<file path="src/rtl/rcc_rst_seq_if.sv">
// Reset/clock sequencer bus: per-domain requests and config in, domain controls and status out.
interface rcc_rst_seq_if #(
    parameter int unsigned NUM_DOM = 4,
    parameter int unsigned CNT_W   = 8
);
    logic [NUM_DOM-1:0]       dom_rst_req;
    logic [NUM_DOM*CNT_W-1:0] cfg_rst_dur;
    logic [NUM_DOM*CNT_W-1:0] cfg_clk_dly;
    logic [NUM_DOM-1:0]       dom_rst_n;
    logic [NUM_DOM-1:0]       dom_clk_en;
    logic [NUM_DOM-1:0]       dom_busy;
    logic                     seq_done;

    modport master (
        output dom_rst_req, cfg_rst_dur, cfg_clk_dly,
        input  dom_rst_n, dom_clk_en, dom_busy, seq_done
    );

    modport slave (
        input  dom_rst_req, cfg_rst_dur, cfg_clk_dly,
        output dom_rst_n, dom_clk_en, dom_busy, seq_done
    );
endinterface

</file>
<file path="src/rtl/rcc_rst_seq.sv">
// Chained per-domain reset/clock-enable sequencer: HOLD (in reset) -> WAIT (reset released,
// clock gated) -> RUN, each domain starting its HOLD count once its parent is running.
module rcc_rst_seq #(
    parameter int unsigned NUM_DOM      = 4,
    parameter int unsigned CNT_W        = 8,
    parameter int unsigned RST_DURATION = 10,
    parameter int unsigned CLK_ON_DELAY = 8
) (
    input  logic         clk,
    input  logic         rst,
    rcc_rst_seq_if.slave bus
);
    typedef enum logic [1:0] {
        ST_HOLD = 2'd0,
        ST_WAIT = 2'd1,
        ST_RUN  = 2'd2
    } dom_state_e;

    localparam logic [CNT_W-1:0] ONE     = CNT_W'(1);
    localparam logic [CNT_W-1:0] RST_LEN = (RST_DURATION == 0) ? ONE : CNT_W'(RST_DURATION);
    localparam logic [CNT_W-1:0] DLY_LEN = (CLK_ON_DELAY == 0) ? ONE : CNT_W'(CLK_ON_DELAY);

    // A configured length of zero behaves as one cycle.
    function automatic logic [CNT_W-1:0] min_one(input logic [CNT_W-1:0] v);
        return (v == '0) ? ONE : v;
    endfunction

    dom_state_e         state_q [NUM_DOM];
    dom_state_e         state_d [NUM_DOM];
    logic [CNT_W-1:0]   cnt_q   [NUM_DOM];
    logic [CNT_W-1:0]   cnt_d   [NUM_DOM];
    logic [NUM_DOM-1:0] pwr_q;
    logic [NUM_DOM-1:0] pwr_d;
    logic [NUM_DOM-1:0] rst_n_d;
    logic [NUM_DOM-1:0] clk_en_d;
    logic [NUM_DOM-1:0] busy_d;
    logic               all_run_d;

    // pwr_q marks domains not yet reloaded by a request since power-on; they use CLK_ON_DELAY.
    always_ff @(posedge clk or posedge rst) begin
        if (rst) begin
            for (int i = 0; i < NUM_DOM; i++) begin
                state_q[i] <= ST_HOLD;
                cnt_q[i]   <= RST_LEN;
            end
            pwr_q <= '1;
        end else begin
            for (int i = 0; i < NUM_DOM; i++) begin
                state_q[i] <= state_d[i];
                cnt_q[i]   <= cnt_d[i];
            end
            pwr_q <= pwr_d;
        end
    end

    // Next state per domain; a request cascades to every higher-index domain.
    always_comb begin
        logic             casc;
        logic             par_run;
        logic [CNT_W-1:0] dur;
        logic [CNT_W-1:0] dly;
        casc      = 1'b0;
        par_run   = 1'b1;
        dur       = '0;
        dly       = '0;
        pwr_d     = pwr_q;
        all_run_d = 1'b1;
        rst_n_d   = '0;
        clk_en_d  = '0;
        busy_d    = '1;
        for (int i = 0; i < NUM_DOM; i++) begin
            state_d[i] = state_q[i];
            cnt_d[i]   = cnt_q[i];
            dur  = min_one(bus.cfg_rst_dur[i*CNT_W +: CNT_W]);
            dly  = pwr_q[i] ? DLY_LEN : min_one(bus.cfg_clk_dly[i*CNT_W +: CNT_W]);
            casc = casc | bus.dom_rst_req[i];
            if (casc || (!par_run && state_q[i] != ST_HOLD)) begin
                state_d[i] = ST_HOLD;
                cnt_d[i]   = dur;
                pwr_d[i]   = 1'b0;
            end else begin
                case (state_q[i])
                    ST_HOLD: begin
                        if (par_run) begin
                            if (cnt_q[i] <= ONE) begin
                                state_d[i] = ST_WAIT;
                                cnt_d[i]   = dly;
                            end else begin
                                cnt_d[i] = cnt_q[i] - ONE;
                            end
                        end
                    end
                    ST_WAIT: begin
                        if (cnt_q[i] <= ONE) begin
                            state_d[i] = ST_RUN;
                        end else begin
                            cnt_d[i] = cnt_q[i] - ONE;
                        end
                    end
                    ST_RUN: begin
                        state_d[i] = ST_RUN;
                    end
                    default: begin
                        state_d[i] = ST_HOLD;
                        cnt_d[i]   = dur;
                    end
                endcase
            end
            rst_n_d[i]  = (state_d[i] != ST_HOLD);
            clk_en_d[i] = (state_d[i] == ST_RUN);
            busy_d[i]   = (state_d[i] != ST_RUN);
            all_run_d   = all_run_d & (state_d[i] == ST_RUN);
            par_run     = (state_q[i] == ST_RUN);
        end
    end

    // Outputs registered from next state so they move on the same edge as the state.
    always_ff @(posedge clk or posedge rst) begin
        if (rst) begin
            bus.dom_rst_n  <= '0;
            bus.dom_clk_en <= '0;
            bus.dom_busy   <= '1;
            bus.seq_done   <= 1'b0;
        end else begin
            bus.dom_rst_n  <= rst_n_d;
            bus.dom_clk_en <= clk_en_d;
            bus.dom_busy   <= busy_d;
            bus.seq_done   <= all_run_d;
        end
    end
endmodule

</file>
<file path="src/flat_wrapper.sv">
// flat-port wrapper written by rule: the top's interface ports become plain ports
module rcc_rst_seq_flat 
#(
    parameter int unsigned NUM_DOM      = 4,
    parameter int unsigned CNT_W        = 8,
    parameter int unsigned RST_DURATION = 10,
    parameter int unsigned CLK_ON_DELAY = 8
)
  (clk, rst, bus_dom_rst_req, bus_cfg_rst_dur, bus_cfg_clk_dly, bus_dom_rst_n, bus_dom_clk_en, bus_dom_busy, bus_seq_done);
  rcc_rst_seq_if #(.NUM_DOM(NUM_DOM), .CNT_W(CNT_W)) bus_i ();
  input  logic clk;
  input  logic rst;
  input wire logic [$bits(bus_i.dom_rst_req)-1:0] bus_dom_rst_req;
  input wire logic [$bits(bus_i.cfg_rst_dur)-1:0] bus_cfg_rst_dur;
  input wire logic [$bits(bus_i.cfg_clk_dly)-1:0] bus_cfg_clk_dly;
  output wire logic [$bits(bus_i.dom_rst_n)-1:0] bus_dom_rst_n;
  output wire logic [$bits(bus_i.dom_clk_en)-1:0] bus_dom_clk_en;
  output wire logic [$bits(bus_i.dom_busy)-1:0] bus_dom_busy;
  output wire logic [$bits(bus_i.seq_done)-1:0] bus_seq_done;
  assign bus_i.dom_rst_req = bus_dom_rst_req;
  assign bus_i.cfg_rst_dur = bus_cfg_rst_dur;
  assign bus_i.cfg_clk_dly = bus_cfg_clk_dly;
  assign bus_dom_rst_n = bus_i.dom_rst_n;
  assign bus_dom_clk_en = bus_i.dom_clk_en;
  assign bus_dom_busy = bus_i.dom_busy;
  assign bus_seq_done = bus_i.seq_done;
  rcc_rst_seq #(.NUM_DOM(NUM_DOM), .CNT_W(CNT_W), .RST_DURATION(RST_DURATION), .CLK_ON_DELAY(CLK_ON_DELAY)) u_core (.clk(clk), .rst(rst), .bus(bus_i));
endmodule
</file>
<file path="config.mk">
export PLATFORM = sky130hd
export DESIGN_NAME = rcc_rst_seq_flat
export DESIGN_NICKNAME = d
export VERILOG_FILES = /design/src/rtl/rcc_rst_seq_if.sv /design/src/rtl/rcc_rst_seq.sv /design/src/flat_wrapper.sv
export SDC_FILE = /design/constraint.sdc
export NUM_CORES = 1
export LEC_CHECK = 0
export ABC_AREA = 1
export CORE_UTILIZATION = 55
export CTS_CLUSTER_SIZE = 40
export DETAILED_ROUTE_END_ITERATION = 10
export PLACE_DENSITY = 0.84
export REMOVE_ABC_BUFFERS = 1
export SLEW_MARGIN = 20
export SYNTH_ARGS = -nofsm -noshare
export SYNTH_HDL_FRONTEND = slang
export SYNTH_SLANG_ARGS = --single-unit
</file>
<file path="constraint.sdc">
create_clock -name clk -period 3.2 [get_ports clk]
set_clock_uncertainty 0.05 [all_clocks]
set_input_delay 0.64 -clock clk [delete_from_list [all_inputs] [get_ports clk]]
set_output_delay 0.64 -clock clk [all_outputs]
set_load 0.1 [all_outputs]
</file>
==> results of run 1 <==
## synth_stat cells, drive strengths merged
cell type / number / area [um^2]
a21oi: 65 / 340
a22oi: 2 / 15.0
a31oi: 3 / 18.8
buf: 2 / 15.0
clkinv: 2 / 7.51
dfrtp: 41 / 1030
dfstp: 16 / 420
ha: 8 / 100
inv: 98 / 368
nand2: 150 / 586
nand3: 45 / 243
nand3b: 2 / 15.0
nand4: 13 / 81.3
nor2: 139 / 563
nor3: 8 / 40.0
o211ai: 1 / 7.51
o21ai: 33 / 173
o21bai: 1 / 7.51
or2: 3 / 18.8
xnor2: 4 / 35.0
xor2: 13 / 114
## critical path, delay by kind of cell
kind            cells  cell delay [ps]
simple gates        4              870
buf+inv             1              540
compound gates      3              490
## flip-flops by register name (all words and copies together) (netlist names)
name / cells
u_core.state_q: 8
u_core.bus.seq_done: 1
u_core.bus.dom_clk_en: 4
u_core.pwr_q: 4
u_core.bus.dom_busy: 4
u_core.bus.dom_rst_n: 4
u_core.cnt_q: 32
## per-layer routing
| metal | global-route usage [%] | routed length (um) | vias to the layer above |
|---|---|---|---|
| li1 | - | - | 2254 |
| met1 | 38.3 | 5050 | 2086 |
| met2 | 48.0 | 5170 | 204 |
| met3 | 5.36 | 772 | 26 |
| met4 | 13.4 | 245 | 0 |
| met5 | 0 | 0 | - |
## power by group through the flow
stage	clock, W	sequential, W	combinational [W]
after floorplan	0	0.000935	0.000491
final	0.000721	0.000911	0.000777
after global routing	0.000758	0.000920	0.000863
after global placement	0	0.000916	0.000734
after detailed placement	0	0.000918	0.000760
after CTS	0.000720	0.000907	0.000769
## layout make-up
cell class	instances	share of cell area, %
multi-input cells	490	44.3
flip-flops and latches	57	27.2
repair buffers	85	15.2
inverters	100	7.05
clock buffers	14	3.24
well taps	99	2.33
clock inverters	2	0.658
## metrics by stage
step | worst slack [ps] | utilization [%] | std cells | total power (W)
finish | 871 | 72.6 | 847 | 0.00241
CTS | 861 | 72.6 | 847 | 0.00240
floorplan | 1140 | - | 647 | 0.00143
global route | 754 | 72.6 | 847 | 0.00254
global placement | 672 | 69.8 | 831 | 0.00165
detailed placement | 524 | 69.8 | 831 | 0.00168
## cell families (layout without fill, tap and decap cells)
family,count (synthesis),in the layout
and+or+nand+nor,360,360
AOI/OAI and AO/OA,105,105
buffers and inverters,102,201
DFF,57,57
xor gates and xnor gates,17,17
adders and majority gates,8,8
## worst max path at each step
stage	from	endpoint	slack (ps)	cells after the start
final	bus_dom_rst_req[0]	u_core.cnt_q[10]	870	8
after global routing	u_core.cnt_q[24]	u_core.cnt_q[26]	750	9
after CTS	bus_dom_rst_req[0]	u_core.cnt_q[10]	860	8
after detailed placement	bus_dom_rst_req[0]	u_core.cnt_q[10]	520	8
after global placement	bus_dom_rst_req[0]	u_core.cnt_q[8]	670	8
after floorplan	rst	u_core.bus.dom_clk_en[0]	1140	1
==> results.json, run 1 <==
{
  "status": "completed",
  "diodes": 0,
  "via_count": 4570,
  "dieArea_um2": 7980,
  "synthSimpleGateAreaFrac_pct": 36.9,
  "cts_root_buf": "clkbuf_8",
  "rsz0062_at_grt": "false",
  "critPathKind": "in -> reg",
  "grt_first_pass_wirelength_um": 18100,
  "first_pass_iters": 5,
  "cp_slowest_cell": "clkdlybuf4s50_1",
  "fill_cells": 592,
  "combinationalPowerShare_pct": 32.3,
  "regArea_um2": 1450,
  "cts_hold_buf": 0,
  "insertion_delay_ps": 350,
  "power.share.sequential_pct": 37.8,
  "dpl.hpwl_um": 8620,
  "start_util_pct": 57.2,
  "synth_top_family_by_area": "simple AND/OR/NAND/NOR gates",
  "hold_slack_ps": 466,
  "wire_per_inst_um": 13.3,
  "fp.dieW_um": 89.3,
  "cap_violations": 0,
  "antenna_found_initial": 0,
  "reg2reg_slack_ps": 930,
  "p_clk_share_pct": 29.9,
  "synth-compound-area-share_pct": 13.4,
  "coreArea_um2": 7330,
  "whs_path_depth": 2,
  "mostFrequentLayoutCells": "145 x nand2_1, 132 x nor2_1, 89 x inv_1",
  "vias_per_cell": 5.40,
  "drive_gt1_share_pct": 10.2,
  "num_rows": 31,
  "crit_arrival_ps": 2540,
  "cts-resized-gates": 0,
  "relSlewSlack_pct": 58.7,
  "switching_power_w": 0.000854,
  "hold_viol_final": 0,
  "cts_tree": "yes",
  "io-pin-count": 83,
  "synth_adder_area_share_pct": 2.39,
  "drt_iter0_drc": 283,
  "cp_slowest_stage_delay_ps": 540,
  "clk_pin_slew_worst_paths_ps": 70,
  "drv_slew": 0,
  "synthXorXnorAreaFrac_pct": 3.55,
  "holdCritStartpoint": "u_core.cnt_q[1]",
  "gp_congestion": 0.964,
  "worstReg2RegEnd": "u_core.cnt_q[26]",
  "multiInputGateArea_um2": 2360,
  "p_leak_nw": 2.64,
  "powerDensity_nw_per_um2": 453,
  "drc": 0,
  "grt_pass1_vias": 4234,
  "place_area_um2": 5110,
  "end_kind": "flop",
  "crit_path_start_kind": "primary input",
  "yosysWarnings": 0,
  "port-buffer-count": 82,
  "fp.dieH_um": 89.3,
  "grt_overflow_total": 0,
  "intPower_w": 0.00155,
  "seq_area_frac_synth_pct": 34.5,
  "ctsLongestPathBuffers": 2,
  "min_period_over_period_pct": 72.8,
  "finalSetupViolCount": 0,
  "hold_end": "u_core.cnt_q[1]",
  "fin_area_um2": 5320,
  "antenna_left": 0,
  "netlist_area_um2": 4190,
  "final_nets": 821,
  "htree_levels": 3,
  "crit_chain": "clkdlybuf4s50_1, nor2_2, nand2_1, a21oi_4, nand3_2, nand2_4, a21oi_1, a21oi_1",
  "final_common_cell": "nand2_1",
  "period_needed_ps": 2330,
  "ir_drop_uv": 334,
  "timing.fmax_mhz": 429,
  "muxShareOfSynthArea_pct": 0,
  "cts_made_buffers": 9,
  "grt_usage_pct": 29.5,
  "swShare_pct": 35.5,
  "postCtsSetupBuffers": 0,
  "ys_seq_elements": 57,
  "area_growth_pct": 26.9,
  "rr_worst_depth": 9,
  "required_ps": 3420,
  "cts.sinks": 57,
  "syn_inst": 649,
  "tightest_slew_ps": 618,
  "grt_max_degree": 30,
  "finalSetupTns_ps": 0,
  "cp_max_fo": 9,
  "reg2reg_from": "u_core.cnt_q[24]",
  "hp-class": "reg -> reg",
  "routed_wl_um": 11200,
  "syn_avg_cell_area_um2": 6.46,
  "path_common_cell": "a21oi_1",
  "yosysUniqueCellTypes": 33
}
Note: power is estimated with default switching activity, not from simulation.
==> inputs of run 2 (changes only) <==
--- a/config.mk
+++ b/config.mk
@@ -6,10 +6,10 @@
 export NUM_CORES = 1
 export LEC_CHECK = 0
 export ABC_AREA = 1
-export CORE_UTILIZATION = 55
+export CORE_UTILIZATION = 53
 export CTS_CLUSTER_SIZE = 40
 export DETAILED_ROUTE_END_ITERATION = 10
-export PLACE_DENSITY = 0.84
+export PLACE_DENSITY = 0.82
 export REMOVE_ABC_BUFFERS = 1
 export SLEW_MARGIN = 20
 export SYNTH_ARGS = -nofsm -noshare
==> constraint.sdc (replaced) <==
create_clock -name clk -period 2.4 [get_ports clk]
set_clock_uncertainty 0.05 [all_clocks]
set_input_delay 0.48 -clock clk [delete_from_list [all_inputs] [get_ports clk]]
set_output_delay 0.48 -clock clk [all_outputs]
set_load 0.1 [all_outputs]
==> run 2 against run 1 <==
Sequential power grew 33%. Register-to-register slack lost 690 ps. Utilization shrank 2.2 points. Critical path depth grew 3. Final cell count grew 1.3%. Worst setup slack lost 630 ps. Sequential cell count is the same. Critical endpoint is now u_core.cnt_q[30].
==> results.json, run 2 (synthesized netlist as in run 1, its figures left out) <==
{
  "cts-resized-gates": 0,
  "final_common_cell": "nand2_1",
  "cp_max_fo": 6,
  "period_needed_ps": 2160,
  "crit_arrival_ps": 2370,
  "setup_ws_ps": 244,
  "total_power_w": 0.00325,
  "tightest_slew_ps": 457,
  "cap_violations": 0,
  "grt_pass1_vias": 4404,
  "dieArea_um2": 8270,
  "use_met3_pct": 5.36,
  "hold_slack_ps": 406,
  "ctsLongestPathBuffers": 2,
  "antenna_found_initial": 0,
  "drive_gt1_share_pct": 11.1,
  "cts_tree": "yes",
  "via_count": 4507,
  "postCtsSetupBuffers": 0,
  "clk_pin_slew_worst_paths_ps": 70,
  "hold_viol_final": 0,
  "cts.sinks": 57,
  "final_nets": 830,
  "grt_first_pass_wirelength_um": 19300,
  "area_growth_pct": 28.9,
  "num_rows": 32,
  "dpl.hpwl_um": 8550,
  "vias_per_cell": 5.25,
  "antenna_left": 0,
  "wire_per_inst_um": 12.8,
  "start_util_pct": 54.6,
  "routed_wl_um": 11000,
  "min_period_over_period_pct": 89.8,
  "grt_util_met1_pct": 37.2,
  "ir_drop_uv": 535,
  "cts_root_buf": "clkbuf_8",
  "grt-busiest-layer": "met2",
  "grt_usage_pct": 28.4,
  "powerDensity_nw_per_um2": 601,
  "io-pin-count": 83,
  "place_area_um2": 5200,
  "drv_slew": 0,
  "preCtsSetupSlack_ps": 113,
  "diodes": 0,
  "gr-usage-met2_pct": 46.8,
  "port-buffer-count": 82,
  "required_ps": 2610,
  "mostFrequentLayoutCells": "145 x nand2_1, 132 x nor2_1, 89 x inv_1",
  "htree_levels": 3,
  "coreArea_um2": 7690,
  "grt_overflow_total": 0,
  "critPathKind": "reg -> reg",
  "p_leak_nw": 2.69,
  "hp-class": "in -> async",
  "rsz0062_at_grt": "false",
  "gp_congestion": 0.916,
  "largest_reg_flops": 32,
  "fin_area_um2": 5410,
  "finalSetupViolCount": 0,
  "top_register": "u_core.cnt_q",
  "cts_hold_buf": 0,
  "fp.dieW_um": 91.0,
  "drc": 0,
  "crit_path_start_kind": "flop",
  "first_pass_iters": 4,
  "relSlewSlack_pct": 69.5,
  "fp.dieH_um": 91.0,
  "end_kind": "flop",
  "reg_top3": "u_core.cnt_q (32), u_core.state_q (8)",
  "timing.fmax_mhz": 464,
  "grt_max_degree": 41,
  "finalSetupTns_ps": 0,
  "drt_iter0_drc": 258,
  "status": "completed",
  "cts_made_buffers": 9,
  "insertion_delay_ps": 340
}
-- run 2: cell types whose count changed in the layout (fill, tap and decap cells not counted), sizes merged --
cell | before | now
bufinv | 1 | 2
clkbuf | 14 | 12
buf | 16 | 25
-- run 2: path summary, 6_finish.rpt --
check	startpoint	end	slack (ps)	cells after the start
max in group asynchronous	rst	u_core.pwr_q[2]	1280	3
setup reg to reg	u_core.cnt_q[24]	u_core.cnt_q[30]	240	11
setup / recovery	u_core.cnt_q[24]	u_core.cnt_q[30]	240	11
min in group clk	u_core.cnt_q[27]	u_core.cnt_q[27]	470	2
hold reg to reg	u_core.cnt_q[27]	u_core.cnt_q[27]	470	2
hold / removal	rst	u_core.cnt_q[2]	410	2
-- run 2: area by class of cell --
class                   instances  area, um^2
flip-flops and latches         57        1450
fillers                       651        2280
repair buffers                 94         891
clock buffers                  12         145
inverters                     100         375
multi-input cells             490        2360
well taps                     102         128
clock inverters                 3        65.1
-- run 2: through the flow --
| stage | util, % | std cells |
|---|---|---|
| after floorplan | - | 647 |
| after global placement | 67.6 | 843 |
| after detailed placement | 67.6 | 843 |
| after CTS | 70.3 | 858 |
| after global routing | 70.3 | 858 |
| final | 70.3 | 858 |
-- run 2: critical path: stages, from the launching register on --
cell and delay (ps):
dfrtp_1 430, inv_1 100, ha_1 290, nor2_1 80, nor2_1 110, nand2_1 160, buf_4 190, nor2_1 230
nand4_1 150, nand2_1 110, nand2_1 60, a21oi_1 130
-- run 2: per-layer routing --
metal  part of all wire, %  wire [um]  vias up
met3                   6.8        744       16
met4                   1.6        174        0
met5                     0          0        -
met2                    47       5130      177
met1                    45       4960     2038
li1                      -          -     2276
-- run 2: where the power goes --
group	switching [W]	internal, W	leakage [nW]
combinational	0.000610	0.000422	1.90
clock	0.000401	0.000607	0.106
sequential	0.000115	0.00110	0.686
total	0.00113	0.00213	2.69
